`src/rtl/fetch_buffer.sv`:
```
// fetch_buffer: DEPTH-entry first-word-fall-through FIFO of {word address,
// instruction} pairs sitting between the fetch and decode stages. Handshakes
// are derived from registered occupancy only, so in_ready never depends
// combinationally on out_ready. A flush (redirect) discards every entry.
module fetch_buffer #(
  parameter int ADDR_WIDTH = 32,
  parameter int DEPTH      = 4
) (
  input  logic                       clk,
  input  logic                       rst,
  input  logic                       flush,
  input  logic                       in_valid,
  output logic                       in_ready,
  input  logic [ADDR_WIDTH-3:0]      in_addr,
  input  logic [31:0]                in_insn,
  output logic                       out_valid,
  input  logic                       out_ready,
  output logic [ADDR_WIDTH-3:0]      out_addr,
  output logic [31:0]                out_insn,
  output logic [$clog2(DEPTH):0]     count,
  output logic                       err_overflow
);

  localparam int PTR_W = $clog2(DEPTH);
  localparam int CNT_W = PTR_W + 1;
  localparam int AW    = ADDR_WIDTH - 2;
  localparam logic [CNT_W-1:0] FULL_CNT = CNT_W'(DEPTH);

  // Entry storage; contents are meaningless until written, so no reset.
  logic [AW-1:0] addr_mem [DEPTH];
  logic [31:0]   insn_mem [DEPTH];

  logic [PTR_W-1:0] rptr_q, rptr_d;
  logic [PTR_W-1:0] wptr_q, wptr_d;
  logic [CNT_W-1:0] count_q, count_d;
  logic             err_q, err_d;

  logic push;
  logic pop;

  // Handshakes come from registered occupancy only.
  assign in_ready  = (count_q != FULL_CNT);
  assign out_valid = (count_q != '0);

  // A flush cycle ignores both sides of the handshake.
  assign push = in_valid  & in_ready  & ~flush;
  assign pop  = out_valid & out_ready & ~flush;

  // Head entry is presented straight from storage (fall-through).
  assign out_addr     = addr_mem[rptr_q];
  assign out_insn     = insn_mem[rptr_q];
  assign count        = count_q;
  assign err_overflow = err_q;

  // Write the offered entry at the write pointer on every accepted push.
  always_ff @(posedge clk) begin
    if (push) begin
      addr_mem[wptr_q] <= in_addr;
      insn_mem[wptr_q] <= in_insn;
    end
  end

  // Next-state for pointers, occupancy and the sticky overflow flag.
  always_comb begin
    rptr_d  = rptr_q;
    wptr_d  = wptr_q;
    count_d = count_q;
    err_d   = err_q;
    if (flush) begin
      rptr_d  = '0;
      wptr_d  = '0;
      count_d = '0;
      err_d   = 1'b0;
    end else begin
      // Pointers wrap naturally because DEPTH is a power of two.
      if (push) wptr_d = wptr_q + PTR_W'(1);
      if (pop)  rptr_d = rptr_q + PTR_W'(1);
      case ({push, pop})
        2'b10:   count_d = count_q + CNT_W'(1);
        2'b01:   count_d = count_q - CNT_W'(1);
        default: count_d = count_q;
      endcase
      if (in_valid && !in_ready) err_d = 1'b1;
    end
  end

  // Control state register; reset clears it without waiting for a clock.
  always_ff @(posedge clk or posedge rst) begin
    if (rst) begin
      rptr_q  <= '0;
      wptr_q  <= '0;
      count_q <= '0;
      err_q   <= 1'b0;
    end else begin
      rptr_q  <= rptr_d;
      wptr_q  <= wptr_d;
      count_q <= count_d;
      err_q   <= err_d;
    end
  end

endmodule

```
`config.mk`:
```
export PLATFORM = sky130hd
export DESIGN_NAME = fetch_buffer
export DESIGN_NICKNAME = d
export VERILOG_FILES = /design/src/rtl/fetch_buffer.sv
export SDC_FILE = /design/constraint.sdc
export NUM_CORES = 1
export LEC_CHECK = 0
export BUFFER_PORTS_ARGS = -buffer_cell sky130_fd_sc_hd__buf_2
export CAP_MARGIN = 30
export CORE_UTILIZATION = 57
export DETAILED_ROUTE_END_ITERATION = 8
export GPL_ROUTABILITY_DRIVEN = 0
export GPL_TIMING_DRIVEN = 0
export HOLD_SLACK_MARGIN = 0.06
export PLACE_DENSITY = 0.85
export SKIP_CTS_REPAIR_TIMING = 1
export SLEW_MARGIN = 40
export SYNTH_ARGS = -nofsm -noshare
export SYNTH_HDL_FRONTEND = slang
export SYNTH_SLANG_ARGS = --single-unit
```
`constraint.sdc`:
```
create_clock -name clk -period 3.7 [get_ports clk]
set_clock_uncertainty 0.1 [all_clocks]
set_input_delay 0 -clock clk [delete_from_list [all_inputs] [get_ports clk]]
set_output_delay 0 -clock clk [all_outputs]
set_load 0.05 [all_outputs]
```
==> impl_metrics.yaml, run 1 <==
cts:
  clk_pin_slew_worst_paths_ps: 60
  root_buffer: "clkbuf_16"
  cts_buffers: 25
  cts.htree.levels: 1
  clock_path_buffers: 3
  clk_latency_ps: 510
  clock_sinks: 256
  cts_tree: "built"
detailed_routing:
  drc: 0
  drtIter0Drc: 285
  via_per_inst: 5.62
  first_pass_iters: 5
  avgRoutedWirePerCell_um: 21.3
  vias: 4884
  wl_um: 18500
  ant_nets: 0
logic_synthesis:
  synth-compound-area-share: 0.0118
  yosys-mux-area-fraction: 0.146
  syn_inst: 395
  synth_top_family_by_area: "multiplexers"
  syn_area_um2: 9640
  synth_top_area_frac: 0.772
  syn_nets: 467
  ys_ff_latch: 256
  synth.area.top_cells: "edfxtp_1 (77%), mux4_2 (14%), dfrtp_1 (2.1%)"
  async_reset_ff_frac: 0.0313
  synth-seq-area-share: 0.793
  synth-simple-area-share: 0.0151
  synth_edf_count: 248
  synth_ff_type: "edfxtp_1"
  postSynthAreaPerCell_um2: 24.4
  ys_warn_count: 0
  ys_types: 36
  synthTopCellsByCount: "edfxtp_1 (248), mux4_2 (58), buf_2 (10)"
  synthXorXnorAreaFrac: 0.00273
  yosys.area_share.adder: 0.00727
  yosysTopAreaCell: "edfxtp_1"
  synth_most_common_cell: "edfxtp_1"
setup_path:
  end_kind: "register"
  cp-start-kind: "register"
  cp_slowest_stage_delay_ps: 470
  timing.rr.start: "count[1]"
  slowest_stage: "and2_4"
  critPathTopFamily: "simple AND/OR/NAND/NOR gates"
  path_cells: "buf_2, nor3b_2, nor3_1, and2_4, buf_12, buf_12"
  r2r_end: "addr_mem[1][28]"
  required_ps: 3820
  cp_num_buf_inv: 3
  critPathLaunch: "count[1]"
  r2r_cells: 6
  path_max_fanout: 22
  crit_type: "reg2reg"
  crit_top_cell: "buf_12"
  rrSetupSlack_ps: 1230
  cp.arrival_ps: 2590
die:
  core_um2: 16500
  die_w_um: 132
  start_util: 0.583
  num_rows: 47
  floorplan.die_area_um2: 17400
  die_h_um: 132
  pin_count: 135
layout:
  fillers: 956
  design_area_um2: 12200
  areaGrowthSynthToFinish_pct: 26.0
  antenna_cells: 0
  fin_cells: 869
  drive_above_1_share: 0.404
  fin_nets: 702
min_path:
  worstHoldStart: "in_insn[2]"
  hold_depth: 2
  hold_end: "insn_mem[3][2]"
  hold_path_class: "in2reg"
sta:
  slew_viol_final: 0
  fmax_ghz: 0.404
  hold_viol_final: 0
  fin_crit_ps: 2470
  worst_pin_slew_ps: 521
  setup_viol_count_final: 0
  fin_crit_sh: 0.669
  slew_headroom: 0.650
  fin_tns_setup_ps: 0
  rsz0062_at_grt: "no"
placement:
  dp_hpwl_um: 11300
  dp_cells: 755
  io_buffers: 134
  placed_area_um2: 10700
run_status:
  outcome: "finished, final reports clean"
power:
  vdd_drop_max_v: 0.000411
  powerDensity_nw_per_um2: 573
  p_leak_nw: 4.22
global_routing:
  grt_first_pass_wirelength_um: 27200
  grt_max_degree: 33
  antenna_found_initial: 0
  grt-ovfl-total: 0
  track_usage: 0.210
  first_global_vias: 4849
flow_run:
  drv_cap: 0
-- layout by cell type (no fill, tap or decap), types with 3 or more instances in the layout --
cell type	instances
buf_2	144
inv_1	7
clkinv_1	4
edfxtp_1	248
clkbuf_1	5
a21oi_1	4
clkbuf_16	25
o21ai_0	3
ha_1	4
clkinv_2	10
nand3_1	4
mux4_2	58
nor2_1	6
and2_4	4
mux4_1	4
buf_12	12
dlygate4sd3_1	68
dfrtp_1	8
-- how the worst max path moves through the flow --
stage / to / slack [ps] / cells past startpoint
CTS: addr_mem[1][22] / 1240 / 6
finish: addr_mem[1][28] / 1230 / 6
detailed placement: addr_mem[1][28] / 1230 / 6
floorplan: addr_mem[2][10] / 430 / 4
global placement: addr_mem[1][28] / -330 / 4
global route: insn_mem[3][6] / 1010 / 5
-- cells by family (layout without fill, tap and decap cells) --
logic type | Yosys count | in the layout
and+or+nand+nor | 25 | 25
AOI/OAI and AO/OA | 17 | 17
muxes | 62 | 62
xor gates and xnor gates | 3 | 3
buffers and inverters | 27 | 281
DFF | 256 | 256
adders and majority gates | 5 | 5
-- registers in the layout, indices dropped and copies added (netlist names) --
| name | cells |
|---|---|
| wptr_q | 2 |
| count | 3 |
| rptr_q | 2 |
| insn_mem | 128 |
| addr_mem | 120 |
| err_overflow | 1 |
-- power by group --
part | leakage (nW) | internal (mW) | switching [mW]
Combinational | 1.48 | 0.481 | 0.863
Sequential | 2.36 | 3.28 | 0.0288
Clock | 0.381 | 1.31 | 0.999
Total | 4.22 | 5.07 | 1.89
-- per-stage QoR --
step	utilization	power [mW]	hold WS (ps)	setup WS (ps)
after floorplan	-	4.35	-284	428
after global placement	0.641	4.62	-142	-330
after detailed placement	0.649	4.66	-119	1230
after CTS	0.694	6.97	-661	1240
after global routing	0.735	7.19	130	1010
final	0.735	6.96	138	1230
-- layer usage --
| metal | part of all wire | track usage |
|---|---|---|
| met5 | 0 | 0 |
| met4 | 0.021 | 0.0459 |
| met3 | 0.064 | 0.0465 |
| met2 | 0.53 | 0.359 |
| met1 | 0.38 | 0.279 |
-- layout make-up --
class | instances | area, um2 | area share
multi-input cells | 112 | 1780 | 0.146
inverters | 7 | 26.3 | 0.00216
clock buffers | 29 | 641 | 0.0527
well taps | 220 | 275 | 0.0227
clock inverters | 17 | 113 | 0.00927
plain buffers | 20 | 200 | 0.0165
repair buffers | 208 | 1470 | 0.121
flip-flops and latches | 256 | 7650 | 0.629
Note: power is estimated with default switching activity, not from simulation.
==> run 2: changes to the inputs <==
Settings changed: CORE_UTILIZATION 57 to 51, PLACE_DENSITY 0.85 to 0.81.
Clock period 3.7 ns to 2.01 ns, I/O delays scaled along.
==> run 2 against run 1 <==
The run now ends with negative setup slack left. Flip-flop and latch count is the same. Hold slack lost 0.82 ps. Global-route usage shrank 2.8 points. Cell area grew 5.9%. Clock-buffer cell count grew 8. Critical path type is now reg2out. Critical endpoint is now out_insn[28]. Largest power group unchanged.
==> impl_metrics.yaml, run 2 (synthesis results as in run 1) <==
run_status:
  violations: "negative setup slack"
  outcome: "finished with violations"
cts:
  clk_pin_slew_worst_paths_ps: 60
  cts.htree.levels: 1
  cts_buffers: 26
  cts_tree: "built"
  root_buffer: "clkbuf_16"
  clk_latency_ps: 510
  clock_path_buffers: 3
  clock_sinks: 256
detailed_routing:
  wl_um: 19900
  met2_length_um: 10200
  drtIter0Drc: 259
  highest_layer: "met4"
  dr_wl_met3_um: 1200
  ant_nets: 0
  via_per_inst: 5.52
  vias: 4972
  wl_met1_um: 8120
  first_pass_iters: 4
  drc: 0
  avgRoutedWirePerCell_um: 22.1
layout:
  final_cell_mix: "edfxtp_1 (248), buf_2 (74), dlygate4sd3_1 (67)"
  areaGrowthSynthToFinish_pct: 33.4
  drive_above_1_share: 0.430
  fin_nets: 723
  regMostFlops: "insn_mem"
  largest_register_ffs: 128
  layout_commonest_cell: "edfxtp_1"
  fin_cells: 900
sta:
  hold_ws_ps: 137
  fin_crit_sh: 1.04
  fin_crit_ps: 2090
  slew_headroom: 0.633
  setup_viol_count_final: 58
  fin_tns_setup_ps: -2280
  worst_pin_slew_ps: 551
  rsz0062_at_grt: "yes"
  slew_viol_final: 0
  fin_ws_ps: -84.6
  fmax_ghz: 0.477
  hold_viol_final: 0
global_routing:
  antenna_found_initial: 1
  track_usage: 0.182
  first_global_vias: 4792
  grt_first_pass_wirelength_um: 26800
  grt-ovfl-total: 0
  grt_max_degree: 35
power:
  pwr-share-seq: 0.453
  comb_power_share: 0.227
  switching_share: 0.270
  p_switching_mw: 3.63
  p_leak_nw: 4.44
  internal_power_mw: 9.82
  clockPowerShare: 0.320
  vdd_drop_max_v: 0.000819
  powerDensity_nw_per_um2: 1050
die:
  start_util: 0.528
  floorplan.die_area_um2: 19500
  core_um2: 18300
  pin_count: 135
  die_w_um: 139
  die_h_um: 139
  num_rows: 49
setup_path:
  path_max_fanout: 9
  cp.arrival_ps: 1990
  crit_type: "reg2out"
  required_ps: 1910
  cp-start-kind: "register"
  end_kind: "output pin"
placement:
  dp_cells: 764
  io_buffers: 134
  dp_hpwl_um: 11000
flow_run:
  drv_cap: 0
min_path:
  hold_path_class: "in2reg"
## run 2: changes by cell type in the layout (fill, tap and decap cells not counted), sizes merged
cell | before | now
clkbuf | 30 | 48
buf | 159 | 167
clkinv | 15 | 10
and2 | 5 | 8
bufinv | 1 | 0
diode | 0 | 1
dlygate4sd3 | 68 | 67
inv | 8 | 7
## run 2: path summary, 6_finish.rpt
| kind | start | endpoint | slack [ps] | cells after the start |
|---|---|---|---|---|
| setup / recovery | rptr_q[0] | out_insn[28] | -80 | 4 |
| hold / removal | in_insn[4] | insn_mem[2][4] | 140 | 2 |
| setup reg to reg | count[1] | count[1] | 20 | 6 |
| hold reg to reg | err_overflow | err_overflow | 420 | 2 |
| max in group asynchronous | rst | rptr_q[0] | 1070 | 4 |
| min in group asynchronous | rst | count[1] | 460 | 4 |
## run 2: layout make-up
| type | count | area, um2 |
|---|---|---|
| Tap cell | 229 | 287 |
| Sequential cell | 256 | 7650 |
| Buffer | 20 | 239 |
| Inverter | 7 | 26.3 |
| Clock inverter | 10 | 40.0 |
| Clock buffer | 37 | 713 |
| Multi-Input combinational cell | 115 | 1830 |
| Fill cell | 1110 | 5410 |
| Antenna cell | 1 | 2.50 |
| Timing Repair Buffer | 225 | 2070 |
## run 2: metrics by stage
stage	util	area [um2]	setup WS [ps]	total power [mW]
after floorplan	-	9690	-7.53	8.04
after global placement	0.583	10600	-170	8.53
after detailed placement	0.589	10800	-150	8.60
final	0.704	12900	-84.6	13.4
after CTS	0.631	11500	-161	12.8
after global routing	0.704	12900	-159	13.9
## run 2: power groups by stage
stage | clock [mW] | sequential [mW] | combinational (mW)
floorplan | 0 | 6.23 | 1.81
global placement | 0 | 6.19 | 2.33
detailed placement | 0 | 6.21 | 2.39
CTS | 4.35 | 6.10 | 2.40
global route | 4.58 | 6.11 | 3.19
finish | 4.30 | 6.10 | 3.05
## run 2: metal layers
layer | global-route usage | vias to the layer above
met5 | 0 | -
met4 | 0.0474 | 0
met3 | 0.0365 | 23
met2 | 0.304 | 190
met1 | 0.247 | 2564
li1 | - | 2195
## run 2: worst max-delay path, cell delays in order (launching register included)
cell and delay [ps]:
dfrtp_2 410, buf_12 190, buf_12 160, mux4_2 550, buf_6 180
